[config.mk]
export PLATFORM = sky130hd
export DESIGN_NAME = order_matcher_flat
export DESIGN_NICKNAME = d
export VERILOG_FILES = /design/src/rtl/order_matcher_if.sv /design/src/rtl/order_matcher.sv /design/src/flat_wrapper.sv
export SDC_FILE = /design/constraint.sdc
export NUM_CORES = 1
export LEC_CHECK = 0
export BUFFER_PORTS_ARGS = -buffer_cell sky130_fd_sc_hd__clkbuf_2
export CORE_MARGIN = 5
export CORE_UTILIZATION = 30
export CTS_BUF_LIST = sky130_fd_sc_hd__clkbuf_4 sky130_fd_sc_hd__clkbuf_8 sky130_fd_sc_hd__clkbuf_16
export CTS_CLUSTER_SIZE = 14
export DETAILED_ROUTE_END_ITERATION = 16
export GPL_ROUTABILITY_DRIVEN = 0
export GPL_TIMING_DRIVEN = 0
export PLACE_DENSITY = 0.54
export REMOVE_ABC_BUFFERS = 1
export SYNTH_ARGS = -nofsm -noshare
export SYNTH_HDL_FRONTEND = slang
export SYNTH_SLANG_ARGS = --single-unit
[constraint.sdc]
create_clock -name clk -period 4.3 [get_ports clk]
set_input_delay 0.43 -clock clk [delete_from_list [all_inputs] [get_ports clk]]
set_output_delay 0.43 -clock clk [all_outputs]
set_load 0.02 [all_outputs]
[src/rtl/order_matcher_if.sv]
// order_matcher_if: quote inputs, trade handshake and statistics outputs of the order matcher
interface order_matcher_if #(
  parameter int COUNT_W    = 16,
  parameter int NOTIONAL_W = 24
);
  logic [7:0]            buy_price;
  logic [7:0]            sell_price;
  logic                  trade_ready;
  logic                  trade_valid;
  logic [7:0]            trade_price;
  logic [COUNT_W-1:0]    trade_count;
  logic [COUNT_W-1:0]    drop_count;
  logic [NOTIONAL_W-1:0] notional;
  logic [7:0]            spread;
  logic                  crossed;
  logic                  busy;
  modport master (
    output buy_price, sell_price, trade_ready,
    input  trade_valid, trade_price, trade_count, drop_count, notional, spread, crossed, busy
  );
  modport slave (
    input  buy_price, sell_price, trade_ready,
    output trade_valid, trade_price, trade_count, drop_count, notional, spread, crossed, busy
  );
endinterface

[src/rtl/order_matcher.sv]
// order_matcher: filters stable quotes, trades one unit at the ask on a crossed book, keeps statistics
module order_matcher #(
  parameter int STABLE_CYCLES = 4,
  parameter int COUNT_W       = 16,
  parameter int NOTIONAL_W    = 24
) (
  input logic            clk,
  input logic            reset,
  order_matcher_if.slave bus
);
  localparam logic [1:0] IDLE  = 2'd0;
  localparam logic [1:0] EVAL  = 2'd1;
  localparam logic [1:0] OFFER = 2'd2;
  logic [7:0]            r_bid, r_ask, r_cbid, r_cask, r_lbid, r_lask, r_wbid, r_wask;
  logic [7:0]            r_stab, r_price, r_spread;
  logic                  r_lvalid, r_valid, r_crossed;
  logic [1:0]            r_state;
  logic [COUNT_W-1:0]    r_tcnt, r_dcnt;
  logic [NOTIONAL_W-1:0] r_notional;
  logic                  w_same, w_event, w_cross;
  assign w_same  = {r_bid, r_ask} == {r_cbid, r_cask};
  assign w_event = (r_stab == 8'(STABLE_CYCLES)) && (!r_lvalid || {r_cbid, r_cask} != {r_lbid, r_lask});
  assign w_cross = r_wbid >= r_wask;
  always_ff @(posedge clk or posedge reset) begin
    if (reset) begin
      r_bid    <= '0;
      r_ask    <= '0;
      r_cbid   <= '0;
      r_cask   <= '0;
      r_stab   <= '0;
      r_lbid   <= '0;
      r_lask   <= '0;
      r_lvalid <= 1'b0;
    end else begin
      r_bid <= bus.buy_price;
      r_ask <= bus.sell_price;
      if (!w_same) begin
        r_cbid <= r_bid;
        r_cask <= r_ask;
        r_stab <= '0;
      end else if (r_stab != 8'(STABLE_CYCLES)) begin
        r_stab <= r_stab + 8'd1;
      end
      // every distinct quote fires once, even when it is dropped
      if (w_event) begin
        r_lbid   <= r_cbid;
        r_lask   <= r_cask;
        r_lvalid <= 1'b1;
      end
    end
  end
  always_ff @(posedge clk or posedge reset) begin
    if (reset) begin
      r_state    <= IDLE;
      r_wbid     <= '0;
      r_wask     <= '0;
      r_valid    <= 1'b0;
      r_price    <= '0;
      r_spread   <= '0;
      r_crossed  <= 1'b0;
      r_tcnt     <= '0;
      r_dcnt     <= '0;
      r_notional <= '0;
    end else begin
      if (w_event && r_state != IDLE && r_dcnt != '1) r_dcnt <= r_dcnt + 1'b1;
      case (r_state)
        IDLE: if (w_event) begin
          r_wbid  <= r_cbid;
          r_wask  <= r_cask;
          r_state <= EVAL;
        end
        EVAL: begin
          r_crossed <= w_cross;
          r_spread  <= r_wask > r_wbid ? r_wask - r_wbid : 8'd0;
          r_state   <= w_cross ? OFFER : IDLE;
          if (w_cross) begin
            r_price <= r_wask;
            r_valid <= 1'b1;
          end
        end
        OFFER: if (bus.trade_ready) begin
          r_valid    <= 1'b0;
          r_tcnt     <= r_tcnt == '1 ? r_tcnt : r_tcnt + 1'b1;
          r_notional <= r_notional + NOTIONAL_W'(r_price);
          r_state    <= IDLE;
        end
        default: r_state <= IDLE;
      endcase
    end
  end
  assign bus.trade_valid = r_valid;
  assign bus.trade_price = r_price;
  assign bus.trade_count = r_tcnt;
  assign bus.drop_count  = r_dcnt;
  assign bus.notional    = r_notional;
  assign bus.spread      = r_spread;
  assign bus.crossed     = r_crossed;
  assign bus.busy        = r_state != IDLE;
endmodule

[src/flat_wrapper.sv]
// flat-port wrapper written by rule: the top's interface ports become plain ports
module order_matcher_flat 
#(
  parameter int STABLE_CYCLES = 4,
  parameter int COUNT_W       = 16,
  parameter int NOTIONAL_W    = 24
)
  (clk, reset, bus_buy_price, bus_sell_price, bus_trade_ready, bus_trade_valid, bus_trade_price, bus_trade_count, bus_drop_count, bus_notional, bus_spread, bus_crossed, bus_busy);
  order_matcher_if #(.COUNT_W(COUNT_W), .NOTIONAL_W(NOTIONAL_W)) bus_i ();
  input logic clk;
  input logic reset;
  input wire logic [$bits(bus_i.buy_price)-1:0] bus_buy_price;
  input wire logic [$bits(bus_i.sell_price)-1:0] bus_sell_price;
  input wire logic [$bits(bus_i.trade_ready)-1:0] bus_trade_ready;
  output wire logic [$bits(bus_i.trade_valid)-1:0] bus_trade_valid;
  output wire logic [$bits(bus_i.trade_price)-1:0] bus_trade_price;
  output wire logic [$bits(bus_i.trade_count)-1:0] bus_trade_count;
  output wire logic [$bits(bus_i.drop_count)-1:0] bus_drop_count;
  output wire logic [$bits(bus_i.notional)-1:0] bus_notional;
  output wire logic [$bits(bus_i.spread)-1:0] bus_spread;
  output wire logic [$bits(bus_i.crossed)-1:0] bus_crossed;
  output wire logic [$bits(bus_i.busy)-1:0] bus_busy;
  assign bus_i.buy_price = bus_buy_price;
  assign bus_i.sell_price = bus_sell_price;
  assign bus_i.trade_ready = bus_trade_ready;
  assign bus_trade_valid = bus_i.trade_valid;
  assign bus_trade_price = bus_i.trade_price;
  assign bus_trade_count = bus_i.trade_count;
  assign bus_drop_count = bus_i.drop_count;
  assign bus_notional = bus_i.notional;
  assign bus_spread = bus_i.spread;
  assign bus_crossed = bus_i.crossed;
  assign bus_busy = bus_i.busy;
  order_matcher #(.STABLE_CYCLES(STABLE_CYCLES), .COUNT_W(COUNT_W), .NOTIONAL_W(NOTIONAL_W)) u_core (.clk(clk), .reset(reset), .bus(bus_i));
endmodule
==> flow_metrics.env <==
export IMPL_skew_ns=0.00997
export IMPL_tightest_slew_ns=1.18
export IMPL_grt_max_degree=80
export IMPL_core_rowCount=55
export IMPL_grt_usage_pct=11.3
export IMPL_n_fill_cell=2240
export IMPL_hp_class="in -> async"
export IMPL_ant_nets=0
export IMPL_switchingPower_mw=0.712
export IMPL_grt_overflow_total=0
export IMPL_cts_tree="done"
export IMPL_multi_input_area_um2=2910
export IMPL_clkSinkCount=149
export IMPL_p_total_mw=2.93
export IMPL_p_leak_nw=4.02
export IMPL_reg2reg_from="u_core.r_cask[0]$_DFFE_PP0N_"
export IMPL_grt_pass1_vias=4478
export IMPL_arrival_ns=3.40
export IMPL_antenna_found_initial=0
export IMPL_grt_setup_unrepaired="false"
export IMPL_clkPwrFrac_pct=48.2
export IMPL_syn_cell_area_um2=6850
export IMPL_synth_seq_cells=149
export IMPL_port_buffers=93
export IMPL_syn_to_final_growth_pct=18.7
export IMPL_setup_viol=0
export IMPL_period_share_pct=72.2
export IMPL_synthTopCellsByArea="dfrtp_1 54%, xor2_1 5.8%, xnor2_1 5.6%, mux2_2 4.9%, ha_1 3.7%"
export IMPL_slew_viol_final=0
export IMPL_antennaDiodeCount=0
export IMPL_maxCapViolations=0
export IMPL_htreeDepth=4
export IMPL_fp_dieW_um=161
export IMPL_power_density_nw_per_um2=361
export IMPL_nets=719
export IMPL_slew_headroom_pct=21.4
export IMPL_crit_start="u_core.r_cask[0]$_DFFE_PP0N_"
export IMPL_finalWirelength_mm=13.8
export IMPL_yosys_area_top_type="dfrtp_1"
export IMPL_synth_distinct_cells=49
export IMPL_finalHoldViolations=0
export IMPL_clk_latency_ns=0.42
export IMPL_synth_edf_count=0
export IMPL_die_y_um=161
export IMPL_clkSlewWorstSetupHoldPaths_ns=0.07
export IMPL_drtIter0Drc=214
export IMPL_seqCellArea_um2=3730
export IMPL_cts_buffers=17
export IMPL_first_pass_iters=4
export IMPL_netlist_instances=592
export IMPL_synth_warnings=0
export IMPL_die_area_um2=26000
export IMPL_ys_seq_area_share_pct=54.4
export IMPL_route_detailed_drc=0
export IMPL_ir_drop_v=0.000297
export IMPL_core_area_um2=22600
export IMPL_hold_ws_ns=0.0989
export IMPL_critPathRequiredTime_ns=4.60
export IMPL_clock_fmax_mhz=322
export IMPL_cts_root_buf="clkbuf_16"
export IMPL_placed_area_um2=7570
export IMPL_start_kind="register"
export IMPL_vias_per_cell=4.54
export IMPL_hpwl_mm=10.1
export IMPL_power_internal_mw=2.22
export IMPL_combinationalPowerShare_pct=2.6
export IMPL_status="finished clean"
export IMPL_synth_top_area_share_pct=54.4
export IMPL_wire_per_inst_um=14.1
export IMPL_crit_type="reg -> reg"
export IMPL_finalCriticalPeriod_ns=3.11
export IMPL_drive_above_1_share_pct=25.2
export IMPL_cts_buffer_depth=2
export IMPL_finish_instance_area_um2=8130
export IMPL_post_cts_setup_buffer_count=0
export IMPL_async_flop_share_pct=100
export IMPL_hold_buffers=0
export IMPL_cp_end_kind="register"
export IMPL_path_max_fanout=27
export IMPL_swShare_pct=24.3
export IMPL_fin_ws_ns=1.19
export IMPL_boundaryPins=94
export IMPL_start_util_pct=30.4
export IMPL_cts_resized=0
export IMPL_num_vias=4434
export IMPL_syn_area_per_cell_um2=11.6
export IMPL_synth_main_ff_cell="dfrtp_1"
export IMPL_grt_pass1_wl_mm=23.6
export IMPL_p_seq_share_pct=49.2
export IMPL_post_place_ws_ns=1.14
==> cell type report <==
| cell class | instances | share of cell area (%) |
|---|---|---|
| clock buffer | 18 | 5.32 |
| clock inverter | 14 | 1.57 |
| inverter | 21 | 1.03 |
| multi-input combinational | 395 | 35.8 |
| sequential | 149 | 45.9 |
| tap | 285 | 4.39 |
| timing repair buffer | 94 | 6.06 |
==> state kept, by name (all words and copies together), names as in the netlist, 2 cells and up <==
signal,flops
u_core.bus.notional,24
u_core.bus.drop_count,16
u_core.bus.trade_count,16
u_core.bus.spread,8
u_core.bus.trade_price,8
u_core.r_ask,8
u_core.r_bid,8
u_core.r_cask,8
u_core.r_cbid,8
u_core.r_lask,8
u_core.r_lbid,8
u_core.r_stab,8
u_core.r_wask,8
u_core.r_wbid,8
u_core.r_state,2
==> kinds of logic after synthesis <==
group / Yosys count / synth area share, %
muxes: 39 / 6.90
and+or+nand+nor: 193 / 14.9
AOI/OAI and AO/OA: 52 / 5.02
DFF: 149 / 54.4
adders and majority gates: 22 / 4.24
buffers and inverters: 48 / 3.14
xor gates and xnor gates: 89 / 11.4
==> cells in the final DEF (no fill, tap or decap), drive strengths merged, types with 20 or more instances in the layout <==
| cell | count |
|---|---|
| clkbuf | 111 |
| dfrtp | 149 |
| ha | 20 |
| inv | 32 |
| mux2 | 39 |
| nand2 | 53 |
| nand3 | 25 |
| nor2 | 32 |
| xnor2 | 44 |
| xor2 | 45 |
==> critical path, cell delays in order, from the launching register on <==
cell and delay (ns):
dfrtp_1 0.45, xnor2_1 0.26, nand4_1 0.12, nor4_1 0.30, a31o_1 0.97, nand2b_4 0.49
mux2_2 0.37
==> path summary, 6_finish.rpt <==
path                                                       to  slack (ns)  cells after the start
max                              u_core.r_wask[2]$_DFFE_PP0P_        1.19                      6
min                                 u_core.r_ask[3]$_DFF_PP0_         0.1                      2
max reg2reg                      u_core.r_wask[2]$_DFFE_PP0P_        1.19                      6
min reg2reg                      u_core.r_cask[7]$_DFFE_PP0N_        0.39                      0
max in group asynchronous  u_core.bus.notional[4]$_DFFE_PP0P_        3.38                      3
min in group clk                    u_core.r_ask[5]$_DFF_PP0_        0.11                      1
==> cells in the mapped netlist (3+ instances only) <==
| cell type | number |
|---|---|
| a21o_1 | 3 |
| a21oi_1 | 13 |
| and3_1 | 11 |
| and4_1 | 7 |
| buf_2 | 3 |
| clkbuf_1 | 21 |
| dfrtp_1 | 149 |
| ha_1 | 20 |
| inv_1 | 21 |
| mux2_2 | 30 |
| mux2_4 | 9 |
| nand2_1 | 53 |
| nand2b_1 | 6 |
| nand3_1 | 24 |
| nand4_1 | 16 |
| nor2_1 | 32 |
| nor2b_1 | 6 |
| nor3_1 | 11 |
| nor3b_1 | 3 |
| nor4_1 | 11 |
| o211ai_1 | 3 |
| o21a_1 | 4 |
| o21ai_0 | 11 |
| o31ai_1 | 3 |
| o41ai_1 | 4 |
| xnor2_1 | 44 |
| xor2_1 | 45 |
==> layer usage <==
layer | global-route usage [%] | part of all wire [%] | vias to the layer above | wire [µm]
li1 | - | - | 2216 | -
met1 | 16.0 | 50 | 2118 | 6960
met2 | 16.8 | 44 | 84 | 6080
met3 | 3.42 | 4.3 | 16 | 589
met4 | 3.18 | 1.3 | 0 | 174
met5 | 0 | 0 | - | 0
==> power by group through the flow <==
stage / Combinational (mW) / Sequential, mW / Clock (mW)
final: 0.0753 / 1.44 / 1.41
after global routing: 0.0898 / 1.45 / 1.53
after CTS: 0.0794 / 1.44 / 1.47
after detailed placement: 0.0791 / 1.47 / 0
after global placement: 0.0754 / 1.47 / 0
after floorplan: 0.0448 / 1.47 / 0
==> through the flow <==
step	instances	setup TNS, ns	utilization (%)
2_1_floorplan	565	-20.57	-
3_5_place_dp	944	0	33.5
5_1_grt	976	0	36.0
3_3_place_gp	943	-305.51	33.4
4_1_cts	976	0	36.0
6_report	976	0	36.0
(Power assumes the default switching activity.)
